<file path="src/rtl/multicycle_ctrl_if.sv">
// Memory handshake between the multi-cycle sequencer and the shared
// instruction/data memory port. The sequencer is the master: it raises
// mem_req (qualified by mem_we and IorD) and the memory answers with
// mem_ready in the cycle it completes the request.
interface multicycle_ctrl_if;
    logic mem_req;
    logic mem_we;
    logic IorD;
    logic mem_ready;

    modport master (
        output mem_req,
        output mem_we,
        output IorD,
        input  mem_ready
    );

    modport slave (
        input  mem_req,
        input  mem_we,
        input  IorD,
        output mem_ready
    );
endinterface

</file>
<file path="src/rtl/multicycle_ctrl.sv">
// multicycle_ctrl
// Multi-cycle sequencer for the RV32 subset core. Each instruction walks
// FETCH -> DECODE -> EXEC -> (MEM) -> (WB) over a single shared memory port.
// All strobes are decoded combinationally from the state register and the
// IR opcode field and are forced low while rst_n is asserted, so a reset
// drops an in-flight request immediately.
//
// Optional feature: define MULTICYCLE_PERF_CNT_EN to add the cycle_cnt and
// instret_cnt performance counters (CNT_W bits each). Without it the ports
// and counters do not exist.
//
// MEM_TIMEOUT bounds the wait for mem_ready; 0 disables the timeout.
module multicycle_ctrl #(
    parameter int MEM_TIMEOUT = 15,
    parameter int CNT_W       = 32
) (
    input  logic              clk,
    input  logic              rst_n,
    input  logic [6:0]        Opcode,
    multicycle_ctrl_if.master mem,
    output logic              ir_write,
    output logic              pc_write,
    output logic              ALUSrc,
    output logic              MemtoReg,
    output logic              RegWrite,
    output logic              Branch,
    output logic              JalrSel,
    output logic [1:0]        ALUOp,
    output logic [1:0]        RWSel,
    output logic              halted,
    output logic [1:0]        fault,
    output logic [2:0]        state
`ifdef MULTICYCLE_PERF_CNT_EN
    ,
    output logic [CNT_W-1:0]  cycle_cnt,
    output logic [CNT_W-1:0]  instret_cnt
`endif
);

    // ------------------------------------------------------------------
    // Encodings
    // ------------------------------------------------------------------
    typedef enum logic [2:0] {
        ST_FETCH  = 3'd0,
        ST_DECODE = 3'd1,
        ST_EXEC   = 3'd2,
        ST_MEM    = 3'd3,
        ST_WB     = 3'd4,
        ST_HALTED = 3'd5
    } state_e;

    localparam logic [6:0] OP_R    = 7'b0110011;
    localparam logic [6:0] OP_I    = 7'b0010011;
    localparam logic [6:0] OP_LW   = 7'b0000011;
    localparam logic [6:0] OP_SW   = 7'b0100011;
    localparam logic [6:0] OP_BR   = 7'b1100011;
    localparam logic [6:0] OP_LUI  = 7'b0110111;
    localparam logic [6:0] OP_JAL  = 7'b1101111;
    localparam logic [6:0] OP_JALR = 7'b1100111;
    localparam logic [6:0] OP_HALT = 7'b0010111;

    localparam logic [1:0] FAULT_NONE    = 2'b00;
    localparam logic [1:0] FAULT_ILLEGAL = 2'b01;
    localparam logic [1:0] FAULT_TIMEOUT = 2'b10;

    localparam logic [1:0] ALUOP_ADD  = 2'b00;
    localparam logic [1:0] ALUOP_BR   = 2'b01;
    localparam logic [1:0] ALUOP_FUNC = 2'b10;
    localparam logic [1:0] ALUOP_JL   = 2'b11;

    localparam logic [1:0] RWSEL_ALU = 2'b00;
    localparam logic [1:0] RWSEL_PC4 = 2'b01;
    localparam logic [1:0] RWSEL_LUI = 2'b10;

    // The wait counter only has to hold 0 .. MEM_TIMEOUT-1: the cycle in
    // which it would reach MEM_TIMEOUT is the cycle that raises the fault.
    localparam bit TIMEOUT_EN = (MEM_TIMEOUT > 0);
    localparam int WAIT_W     = (MEM_TIMEOUT > 1) ? $clog2(MEM_TIMEOUT) : 1;
    localparam logic [WAIT_W-1:0] WAIT_LAST =
        WAIT_W'((MEM_TIMEOUT > 0) ? (MEM_TIMEOUT - 1) : 0);

    // Reject nonsensical configurations at elaboration time.
    if ((MEM_TIMEOUT < 0) || (CNT_W < 1)) begin : g_param_check
        $error("multicycle_ctrl: MEM_TIMEOUT must be >= 0 and CNT_W >= 1");
    end

    // ------------------------------------------------------------------
    // State
    // ------------------------------------------------------------------
    state_e            state_r;
    logic [WAIT_W-1:0] wait_cnt_r;
    logic [1:0]        fault_r;

    // Opcode classification
    logic is_r_s;
    logic is_i_s;
    logic is_lw_s;
    logic is_sw_s;
    logic is_br_s;
    logic is_lui_s;
    logic is_jal_s;
    logic is_jalr_s;
    logic is_halt_s;
    logic is_legal_s;

    // Per-opcode ALU controls, as in the single-cycle decoder
    logic       exec_alu_src_s;
    logic [1:0] exec_alu_op_s;
    logic       exec_branch_s;
    logic       exec_jalr_s;

    // Decoded strobes before reset gating
    logic       mem_req_s;
    logic       mem_we_s;
    logic       iord_s;
    logic       ir_write_s;
    logic       pc_write_s;
    logic       alu_src_s;
    logic       mem_to_reg_s;
    logic       reg_write_s;
    logic       branch_s;
    logic       jalr_sel_s;
    logic [1:0] alu_op_s;
    logic [1:0] rw_sel_s;

    logic       timeout_hit_s;

    // Classify the IR opcode field into instruction groups.
    always_comb begin
        is_r_s    = 1'b0;
        is_i_s    = 1'b0;
        is_lw_s   = 1'b0;
        is_sw_s   = 1'b0;
        is_br_s   = 1'b0;
        is_lui_s  = 1'b0;
        is_jal_s  = 1'b0;
        is_jalr_s = 1'b0;
        is_halt_s = 1'b0;
        case (Opcode)
            OP_R:    is_r_s    = 1'b1;
            OP_I:    is_i_s    = 1'b1;
            OP_LW:   is_lw_s   = 1'b1;
            OP_SW:   is_sw_s   = 1'b1;
            OP_BR:   is_br_s   = 1'b1;
            OP_LUI:  is_lui_s  = 1'b1;
            OP_JAL:  is_jal_s  = 1'b1;
            OP_JALR: is_jalr_s = 1'b1;
            OP_HALT: is_halt_s = 1'b1;
            default: is_r_s    = 1'b0;
        endcase
        is_legal_s = is_r_s | is_i_s | is_lw_s | is_sw_s | is_br_s |
                     is_lui_s | is_jal_s | is_jalr_s | is_halt_s;
    end

    // ALU operand/operation select and target select for each opcode.
    always_comb begin
        exec_alu_src_s = 1'b0;
        exec_alu_op_s  = ALUOP_ADD;
        exec_branch_s  = 1'b0;
        exec_jalr_s    = 1'b0;
        case (Opcode)
            OP_R: begin
                exec_alu_op_s  = ALUOP_FUNC;
            end
            OP_I: begin
                exec_alu_src_s = 1'b1;
                exec_alu_op_s  = ALUOP_FUNC;
            end
            OP_LW, OP_SW: begin
                exec_alu_src_s = 1'b1;
                exec_alu_op_s  = ALUOP_ADD;
            end
            OP_BR: begin
                exec_alu_op_s  = ALUOP_BR;
                exec_branch_s  = 1'b1;
            end
            OP_LUI: begin
                exec_alu_src_s = 1'b1;
                exec_alu_op_s  = ALUOP_JL;
            end
            OP_JAL: begin
                exec_alu_op_s  = ALUOP_JL;
                exec_branch_s  = 1'b1;
            end
            OP_JALR: begin
                exec_alu_src_s = 1'b1;
                exec_alu_op_s  = ALUOP_ADD;
                exec_jalr_s    = 1'b1;
            end
            default: begin
                exec_alu_src_s = 1'b0;
                exec_alu_op_s  = ALUOP_ADD;
            end
        endcase
    end

    // Flag the wait cycle that would bring the counter up to MEM_TIMEOUT.
    always_comb begin
        if (TIMEOUT_EN) begin
            timeout_hit_s = (wait_cnt_r == WAIT_LAST);
        end else begin
            timeout_hit_s = 1'b0;
        end
    end

    // Sequencer: next state, memory wait counter and sticky fault code.
    always_ff @(posedge clk or negedge rst_n) begin
        if (!rst_n) begin
            state_r    <= ST_FETCH;
            wait_cnt_r <= '0;
            fault_r    <= FAULT_NONE;
        end else begin
            case (state_r)
                ST_FETCH: begin
                    if (mem.mem_ready) begin
                        wait_cnt_r <= '0;
                        state_r    <= ST_DECODE;
                    end else if (timeout_hit_s) begin
                        wait_cnt_r <= '0;
                        fault_r    <= FAULT_TIMEOUT;
                        state_r    <= ST_HALTED;
                    end else begin
                        wait_cnt_r <= wait_cnt_r + 1'b1;
                    end
                end
                ST_DECODE: begin
                    if (is_halt_s) begin
                        state_r <= ST_HALTED;
                    end else if (!is_legal_s) begin
                        fault_r <= FAULT_ILLEGAL;
                        state_r <= ST_HALTED;
                    end else begin
                        state_r <= ST_EXEC;
                    end
                end
                ST_EXEC: begin
                    if (is_lw_s || is_sw_s) begin
                        state_r <= ST_MEM;
                    end else if (is_br_s) begin
                        state_r <= ST_FETCH;
                    end else begin
                        state_r <= ST_WB;
                    end
                end
                ST_MEM: begin
                    if (mem.mem_ready) begin
                        wait_cnt_r <= '0;
                        state_r    <= is_lw_s ? ST_WB : ST_FETCH;
                    end else if (timeout_hit_s) begin
                        wait_cnt_r <= '0;
                        fault_r    <= FAULT_TIMEOUT;
                        state_r    <= ST_HALTED;
                    end else begin
                        wait_cnt_r <= wait_cnt_r + 1'b1;
                    end
                end
                ST_WB: begin
                    state_r <= ST_FETCH;
                end
                ST_HALTED: begin
                    state_r <= ST_HALTED;
                end
                default: begin
                    // Unused encodings are treated as a corrupted sequencer.
                    fault_r <= FAULT_ILLEGAL;
                    state_r <= ST_HALTED;
                end
            endcase
        end
    end

    // Decode the datapath strobes from the current state and opcode.
    always_comb begin
        mem_req_s    = 1'b0;
        mem_we_s     = 1'b0;
        iord_s       = 1'b0;
        ir_write_s   = 1'b0;
        pc_write_s   = 1'b0;
        alu_src_s    = 1'b0;
        mem_to_reg_s = 1'b0;
        reg_write_s  = 1'b0;
        branch_s     = 1'b0;
        jalr_sel_s   = 1'b0;
        alu_op_s     = ALUOP_ADD;
        rw_sel_s     = RWSEL_ALU;
        case (state_r)
            ST_FETCH: begin
                mem_req_s  = 1'b1;
                ir_write_s = mem.mem_ready;
            end
            ST_EXEC: begin
                alu_src_s  = exec_alu_src_s;
                alu_op_s   = exec_alu_op_s;
                branch_s   = exec_branch_s;
                jalr_sel_s = exec_jalr_s;
                pc_write_s = is_br_s;
            end
            ST_MEM: begin
                mem_req_s  = 1'b1;
                iord_s     = 1'b1;
                mem_we_s   = is_sw_s;
                alu_src_s  = exec_alu_src_s;
                alu_op_s   = exec_alu_op_s;
                // A store retires in the cycle its write completes.
                pc_write_s = is_sw_s & mem.mem_ready;
            end
            ST_WB: begin
                reg_write_s  = 1'b1;
                pc_write_s   = 1'b1;
                mem_to_reg_s = is_lw_s;
                alu_src_s    = exec_alu_src_s;
                alu_op_s     = exec_alu_op_s;
                // Keep the jump target select stable for the PC commit.
                branch_s     = is_jal_s;
                jalr_sel_s   = is_jalr_s;
                if (is_jal_s || is_jalr_s) begin
                    rw_sel_s = RWSEL_PC4;
                end else if (is_lui_s) begin
                    rw_sel_s = RWSEL_LUI;
                end else begin
                    rw_sel_s = RWSEL_ALU;
                end
            end
            default: begin
                mem_req_s = 1'b0;
            end
        endcase
    end

    // Hold every strobe low for as long as reset is asserted.
    always_comb begin
        if (rst_n) begin
            mem.mem_req = mem_req_s;
            mem.mem_we  = mem_we_s;
            mem.IorD    = iord_s;
            ir_write    = ir_write_s;
            pc_write    = pc_write_s;
            ALUSrc      = alu_src_s;
            MemtoReg    = mem_to_reg_s;
            RegWrite    = reg_write_s;
            Branch      = branch_s;
            JalrSel     = jalr_sel_s;
            ALUOp       = alu_op_s;
            RWSel       = rw_sel_s;
        end else begin
            mem.mem_req = 1'b0;
            mem.mem_we  = 1'b0;
            mem.IorD    = 1'b0;
            ir_write    = 1'b0;
            pc_write    = 1'b0;
            ALUSrc      = 1'b0;
            MemtoReg    = 1'b0;
            RegWrite    = 1'b0;
            Branch      = 1'b0;
            JalrSel     = 1'b0;
            ALUOp       = 2'b00;
            RWSel       = 2'b00;
        end
    end

    assign halted = (state_r == ST_HALTED);
    assign fault  = fault_r;
    assign state  = state_r;

`ifdef MULTICYCLE_PERF_CNT_EN
    logic [CNT_W-1:0] cycle_cnt_r;
    logic [CNT_W-1:0] instret_cnt_r;

    // Count running cycles and retired instructions; both wrap freely.
    always_ff @(posedge clk or negedge rst_n) begin
        if (!rst_n) begin
            cycle_cnt_r   <= '0;
            instret_cnt_r <= '0;
        end else begin
            if (state_r != ST_HALTED) begin
                cycle_cnt_r <= cycle_cnt_r + 1'b1;
            end else begin
                cycle_cnt_r <= cycle_cnt_r;
            end
            if (pc_write_s) begin
                instret_cnt_r <= instret_cnt_r + 1'b1;
            end else begin
                instret_cnt_r <= instret_cnt_r;
            end
        end
    end

    assign cycle_cnt   = cycle_cnt_r;
    assign instret_cnt = instret_cnt_r;
`endif

endmodule

</file>
<file path="src/flat_wrapper.sv">
// flat-port wrapper written by rule: the top's interface ports become plain ports
module multicycle_ctrl_flat 
#(
    parameter int MEM_TIMEOUT = 15,
    parameter int CNT_W       = 32
)
  (clk, rst_n, Opcode, ir_write, pc_write, ALUSrc, MemtoReg, RegWrite, Branch, JalrSel, ALUOp, RWSel, halted, fault, state, mem_mem_req, mem_mem_we, mem_IorD, mem_mem_ready);
  multicycle_ctrl_if mem_i ();
  input  logic clk;
  input  logic rst_n;
  input  logic [6:0] Opcode;
  output logic ir_write;
  output logic pc_write;
  output logic ALUSrc;
  output logic MemtoReg;
  output logic RegWrite;
  output logic Branch;
  output logic JalrSel;
  output logic [1:0] ALUOp;
  output logic [1:0] RWSel;
  output logic halted;
  output logic [1:0] fault;
  output logic [2:0] state;
  output wire logic [$bits(mem_i.mem_req)-1:0] mem_mem_req;
  output wire logic [$bits(mem_i.mem_we)-1:0] mem_mem_we;
  output wire logic [$bits(mem_i.IorD)-1:0] mem_IorD;
  input wire logic [$bits(mem_i.mem_ready)-1:0] mem_mem_ready;
  assign mem_mem_req = mem_i.mem_req;
  assign mem_mem_we = mem_i.mem_we;
  assign mem_IorD = mem_i.IorD;
  assign mem_i.mem_ready = mem_mem_ready;
  multicycle_ctrl #(.MEM_TIMEOUT(MEM_TIMEOUT), .CNT_W(CNT_W)) u_core (.clk(clk), .rst_n(rst_n), .Opcode(Opcode), .mem(mem_i), .ir_write(ir_write), .pc_write(pc_write), .ALUSrc(ALUSrc), .MemtoReg(MemtoReg), .RegWrite(RegWrite), .Branch(Branch), .JalrSel(JalrSel), .ALUOp(ALUOp), .RWSel(RWSel), .halted(halted), .fault(fault), .state(state));
endmodule
</file>
<file path="config.mk">
export PLATFORM = sky130hd
export DESIGN_NAME = multicycle_ctrl_flat
export DESIGN_NICKNAME = d
export VERILOG_FILES = /design/src/rtl/multicycle_ctrl_if.sv /design/src/rtl/multicycle_ctrl.sv /design/src/flat_wrapper.sv
export SDC_FILE = /design/constraint.sdc
export NUM_CORES = 1
export LEC_CHECK = 0
export CAP_MARGIN = 20
export CORE_MARGIN = 2
export CORE_UTILIZATION = 36
export DETAILED_ROUTE_END_ITERATION = 8
export PLACE_DENSITY = 0.66
export SLEW_MARGIN = 20
export SYNTH_ARGS = -nofsm -noshare
export SYNTH_HDL_FRONTEND = slang
export SYNTH_SLANG_ARGS = --single-unit
</file>
<file path="constraint.sdc">
create_clock -name clk -period 1.9 [get_ports clk]
set_input_delay 0.38 -clock clk [delete_from_list [all_inputs] [get_ports clk]]
set_output_delay 0.38 -clock clk [all_outputs]
set_load 0.02 [all_outputs]
</file>
Word-level counts from Yosys, hierarchy flattened. Index checks and enable logic that the tools add are counted.

Output and inout port bits: 20. Logic and storage cells: 99. Bits in registers: 9.

Equality and inequality tests: 19. Bitwise gates (word level): 10. Muxes and demuxes: 54. Add/subtract/negate cells: 1. Reduce and logical (&&, ||, !) cells: 12.

Operators with widths (number): two-way mux 1 bit (29); two-way mux 3 bit (8); equality test 7 x 6 -> 1 bit (second input constant) (3); equality test 7 bit (second input constant) (3); two-way mux 2 bit (10); case mux 3 bit (5 select lines) (1); equality test 7 x 5 -> 1 bit (second input constant) (2); case mux 2 bit (3 select lines) (2); OR reduction 2 bit (5); two-way mux 4 bit (2); bitwise OR 1 bit (8); equality test 7 x 2 -> 1 bit (second input constant) (1); equality test 3 x 2 -> 1 bit (second input constant) (2); equality test 3 bit (second input constant) (2); != test 2 bit (second input constant) (3); OR reduction 3 bit (2); AND reduction 5 bit (1); OR reduction 5 bit (1); adder 4 x 1 -> 4 bit (second input constant) (1); equality test 4 bit (second input constant) (1); equality test 3 x 1 -> 1 bit (second input constant) (1); logical NOT 3 bit (1); case mux 1 bit (3 select lines) (1); logical OR 1 bit (2); other kinds (4) (4).

Longest topological paths before layout.
Word-level depth: 13. Depth in mapped cells: 6. Mapped depth without buffers: 6.

Least setup slack after synthesis. OpenSTA, ideal clock, no wires.

Kind: register -> output. Start: reg u_core.state_r[2] (netlist: u_core.state[2]). End: out ALUOp[0]. Stages on the path, launching flop included: 6. Setup slack: -0.270 ns. Arrival: 1.790 ns. Path buffers: 1. Required time: 1.520 ns. Cells stage by stage: dfrtp_1 > buf_2 > nor2b_1 > a21oi_1 > nand2b_1 > nor4_1.

Cells in the longest elaborated chain, start to end: 4.

RTL lines: start: declaration (RTL line multicycle_ctrl.sv:90) `state_e state_r;`; start signal: assignment (RTL line multicycle_ctrl.sv:248) `state_r <= is_lw_s ? ST_WB : ST_FETCH;`; equality test 3 x 2 -> 1 bit / equality test 3 bit (equally long branches) (RTL line multicycle_ctrl.sv:286) `case (state_r)`; OR reduction 3 bit (no line) *; two-way mux 2 bit * (RTL line multicycle_ctrl.sv:286); two-way mux 2 bit * (RTL line multicycle_ctrl.sv:332) `if (rst_n) begin`; end: declaration (RTL line flat_wrapper.sv:19) `output logic [1:0] ALUOp;`.

Mark *: on every way between the ends. The rest lies on a longest branch, timed or not.

Worst setup path after layout.
Start: reg u_core.state_r[2] (netlist: u_core.state[2]). End: out MemtoReg.

Cells in the longest elaborated chain, start to end: 3.

RTL lines: equality test 3 bit (RTL line multicycle_ctrl.sv:286); two-way mux 1 bit (RTL line multicycle_ctrl.sv:286); two-way mux 1 bit (RTL line multicycle_ctrl.sv:332); end: declaration (RTL line flat_wrapper.sv:15) `output logic MemtoReg;`.

Every way passes these cells.

==> flow_summary.ini <==
[route]
drcViolationCount = 0
ant_nets = 0
detail_route.vias_per_cell = 5.62
wl_per_cell_um = 15.5
num_vias = 1225
wl_mm = 3.38
dr.first_iter.drc_count = 56
dr.pass1.iters = 4

[timing]
fin_crit_ns = 1.93
max_freq_mhz = 519
rsz0062_at_grt = true
finalSetupViolCount = 3
report.final.slew_viol_count = 0
skew_ns = 0.0121
setup_slack_ns = -0.0282
finalHoldViolCount = 0
fin_crit_sh_pct = 101
maxSlewHeadroom_pct = 80.7
worst-slew-pin-transition_ns = 0.285

[clocking]
clock-root-buffer = clkbuf_4
cts_made_buffers = 3
cts_tree = yes
postCtsHoldBufs = 0
cts.sinks = 9
cts.reportedPaths.clkPinSlew_ns = 0.07
insertion_delay_ns = 0.27
cts_buffer_depth = 2
htreeDepth = 1

[setup_path]
required_ns = 1.52
critPathCaptureType = output pin
crit_path_start_kind = flip-flop
worst-setup-path-type = flip-flop to output pin
path_max_fanout = 11
cp.arrival_ns = 1.55

[synth]
synth-compound-area-share_pct = 27.7
synthTopCellsByArea = dfrtp_1 25%, nand2_1 4.1%, a21oi_1 3.8%
synthArstFlopShare_pct = 100
synth.avg_cell_area_um2 = 7.72
synth_cell_types = 47
ys_seq_area_share_pct = 24.5
synth_top_cell_area_share_pct = 24.5
synthXorXnorAreaFrac_pct = 0
synth_edf_count = 0
postSynthCellCount = 119
netlist_top_cells_count = 10 x nand2_1, 9 x dfrtp_1, 9 x nor2_1
ys_ff_latch = 9
synthesis.area_um2 = 918
synth_top_family_by_area = simple AND/OR/NAND/NOR gates
ys.flop_type = dfrtp_1
synth_largest_area_cell = dfrtp_1
synthAdderAreaFrac_pct = 2.72
muxShareOfSynthArea_pct = 1.09
ys.warnings.count = 0
synth-simple-area-share_pct = 37.2
synth_most_common_cell = nand2_1
synth_nets = 131

[floorplan]
die_h_um = 54.5
die_width_um = 54.5
initial_core_util_pct = 37.4
coreArea_mm2 = 0.00245
ios = 30
die_area_mm2 = 0.00297
rows = 18

[layout]
postLayoutCellArea_mm2 = 0.00169
stdcell_count = 218
nets = 201
area_growth_pct = 84.5
drive_gt1_share_pct = 52.7
diodes = 0

[placed_design]
pre_cts_ws_ns = -0.837
dpl.hpwl_mm = 2.54
io_buffers = 29
dp_cells = 210
gp_congestion = 0.857
place_area_mm2 = 0.00152

[grt]
grt_pass1_wl_mm = 5.12
grt_antenna_before_repair = 0
grt_pass1_vias = 1109
grt_usage_pct = 24.1
grt_overflow_total = 0
grt_max_degree = 12

[run]
cap_viol_max_count = 0

[run_status]
failed_checks = negative setup slack
status = finished, violations left

[power]
p_leak_nw = 0.768
ir_drop_uv = 500
power_density_mw_per_mm2 = 282

[min_path]
hold_path_class = input pin to asynchronous set/reset pin
==> per-stage QoR <==
| step | hold slack [ns] | total power, W | utilization [%] | TNS (ns) |
|---|---|---|---|---|
| detailed placement | 0.517 | 0.000311 | 62.1 | -10.06 |
| finish | 0.515 | 0.000477 | 69.0 | -0.0530 |
| CTS | 0.525 | 0.000467 | 63.3 | -0.0524 |
| floorplan | 0.0844 | 0.000240 | - | -0.0705 |
| global route | 0.534 | 0.000494 | 69.0 | -0.420 |
| global placement | 0.507 | 0.000308 | 62.1 | -9.30 |
==> flip-flops by register name (all words and copies together) (netlist names) <==
signal             count
u_core.wait_cnt_r      4
u_core.state           3
u_core.fault           2
==> where the power goes <==
part / switching (W) / internal [W] / total, W
sequential: 0.000000836 / 0.000193 / 0.000193
combinational: 0.0000654 / 0.0000622 / 0.000128
clock: 0.0000749 / 0.0000811 / 0.000156
==> routing by layer <==
layer	GRT usage, %	routed length, um	up-vias	part of all wire (%)
li1	-	-	588	-
met1	35.6	1500	569	45
met2	37.3	1600	66	47
met3	4.10	258	2	7.6
met4	3.33	12	0	0.36
met5	0	0	-	0
==> layout make-up <==
| class | count | area, um2 |
|---|---|---|
| clock buffer | 4 | 26.3 |
| multi-input combinational | 97 | 805 |
| sequential | 9 | 228 |
| tap | 30 | 37.5 |
| inverter | 7 | 26.3 |
| fill | 195 | 761 |
| timing repair buffer | 71 | 572 |
==> logic make-up after synthesis <==
group,Yosys count
flip-flops,9
AO/OA/AOI/OAI,36
adder cells (fa/ha/maj),2
buffers and inverters,13
AND/OR/NAND/NOR,58
multiplexers,1
==> cells in the final DEF (no fill, tap or decap), types with 2 or more instances in the layout <==
cell type / instances
buf_2: 6
a221o_1: 2
dfrtp_2: 2
a21oi_1: 4
nor2b_4: 3
buf_4: 44
nor3_2: 4
clkbuf_4: 3
and3_4: 2
nor2_1: 8
clkbuf_2: 2
inv_1: 6
dlygate4sd2_1: 2
o31ai_1: 2
nor3_4: 2
nand2_1: 9
nor4_2: 2
buf_6: 8
nand3_1: 4
a31oi_1: 4
dfrtp_1: 7
o21a_1: 3
a21oi_2: 3
nand2b_4: 2
clkdlybuf4s50_1: 6
ha_1: 2
o21ai_1: 6
nor3_1: 2
clkdlybuf4s15_2: 3
==> timing repair <==
item / in CTS / in global routing
cloned: 0 / 0
pin swaps: 6 / 9
endpoints found under the setup margin: 18 / 14
buffers inserted: 1 / 4
resized for setup: 99 / 41
==> final timing paths <==
kind	startpoint	end	slack, ns	cells past startpoint
min in group clk	u_core.wait_cnt_r[3]	u_core.wait_cnt_r[3]	0.53	1
setup / recovery	u_core.state[2]	MemtoReg	-0.03	5
hold / removal	rst_n	u_core.fault[1]	0.51	3
hold reg to reg	u_core.wait_cnt_r[3]	u_core.wait_cnt_r[3]	0.53	1
max in group asynchronous	rst_n	u_core.state[0]	1.22	3
setup reg to reg	u_core.state[1]	u_core.fault[0]	0.19	6
==> critical path, cell delays in order (launching register included) <==
cell	delay [ns]
dfrtp_1	0.42
buf_4	0.15
buf_4	0.17
nand3_2	0.17
nor3_4	0.23
buf_6	0.14
Power figures use the tool's default switching activity.
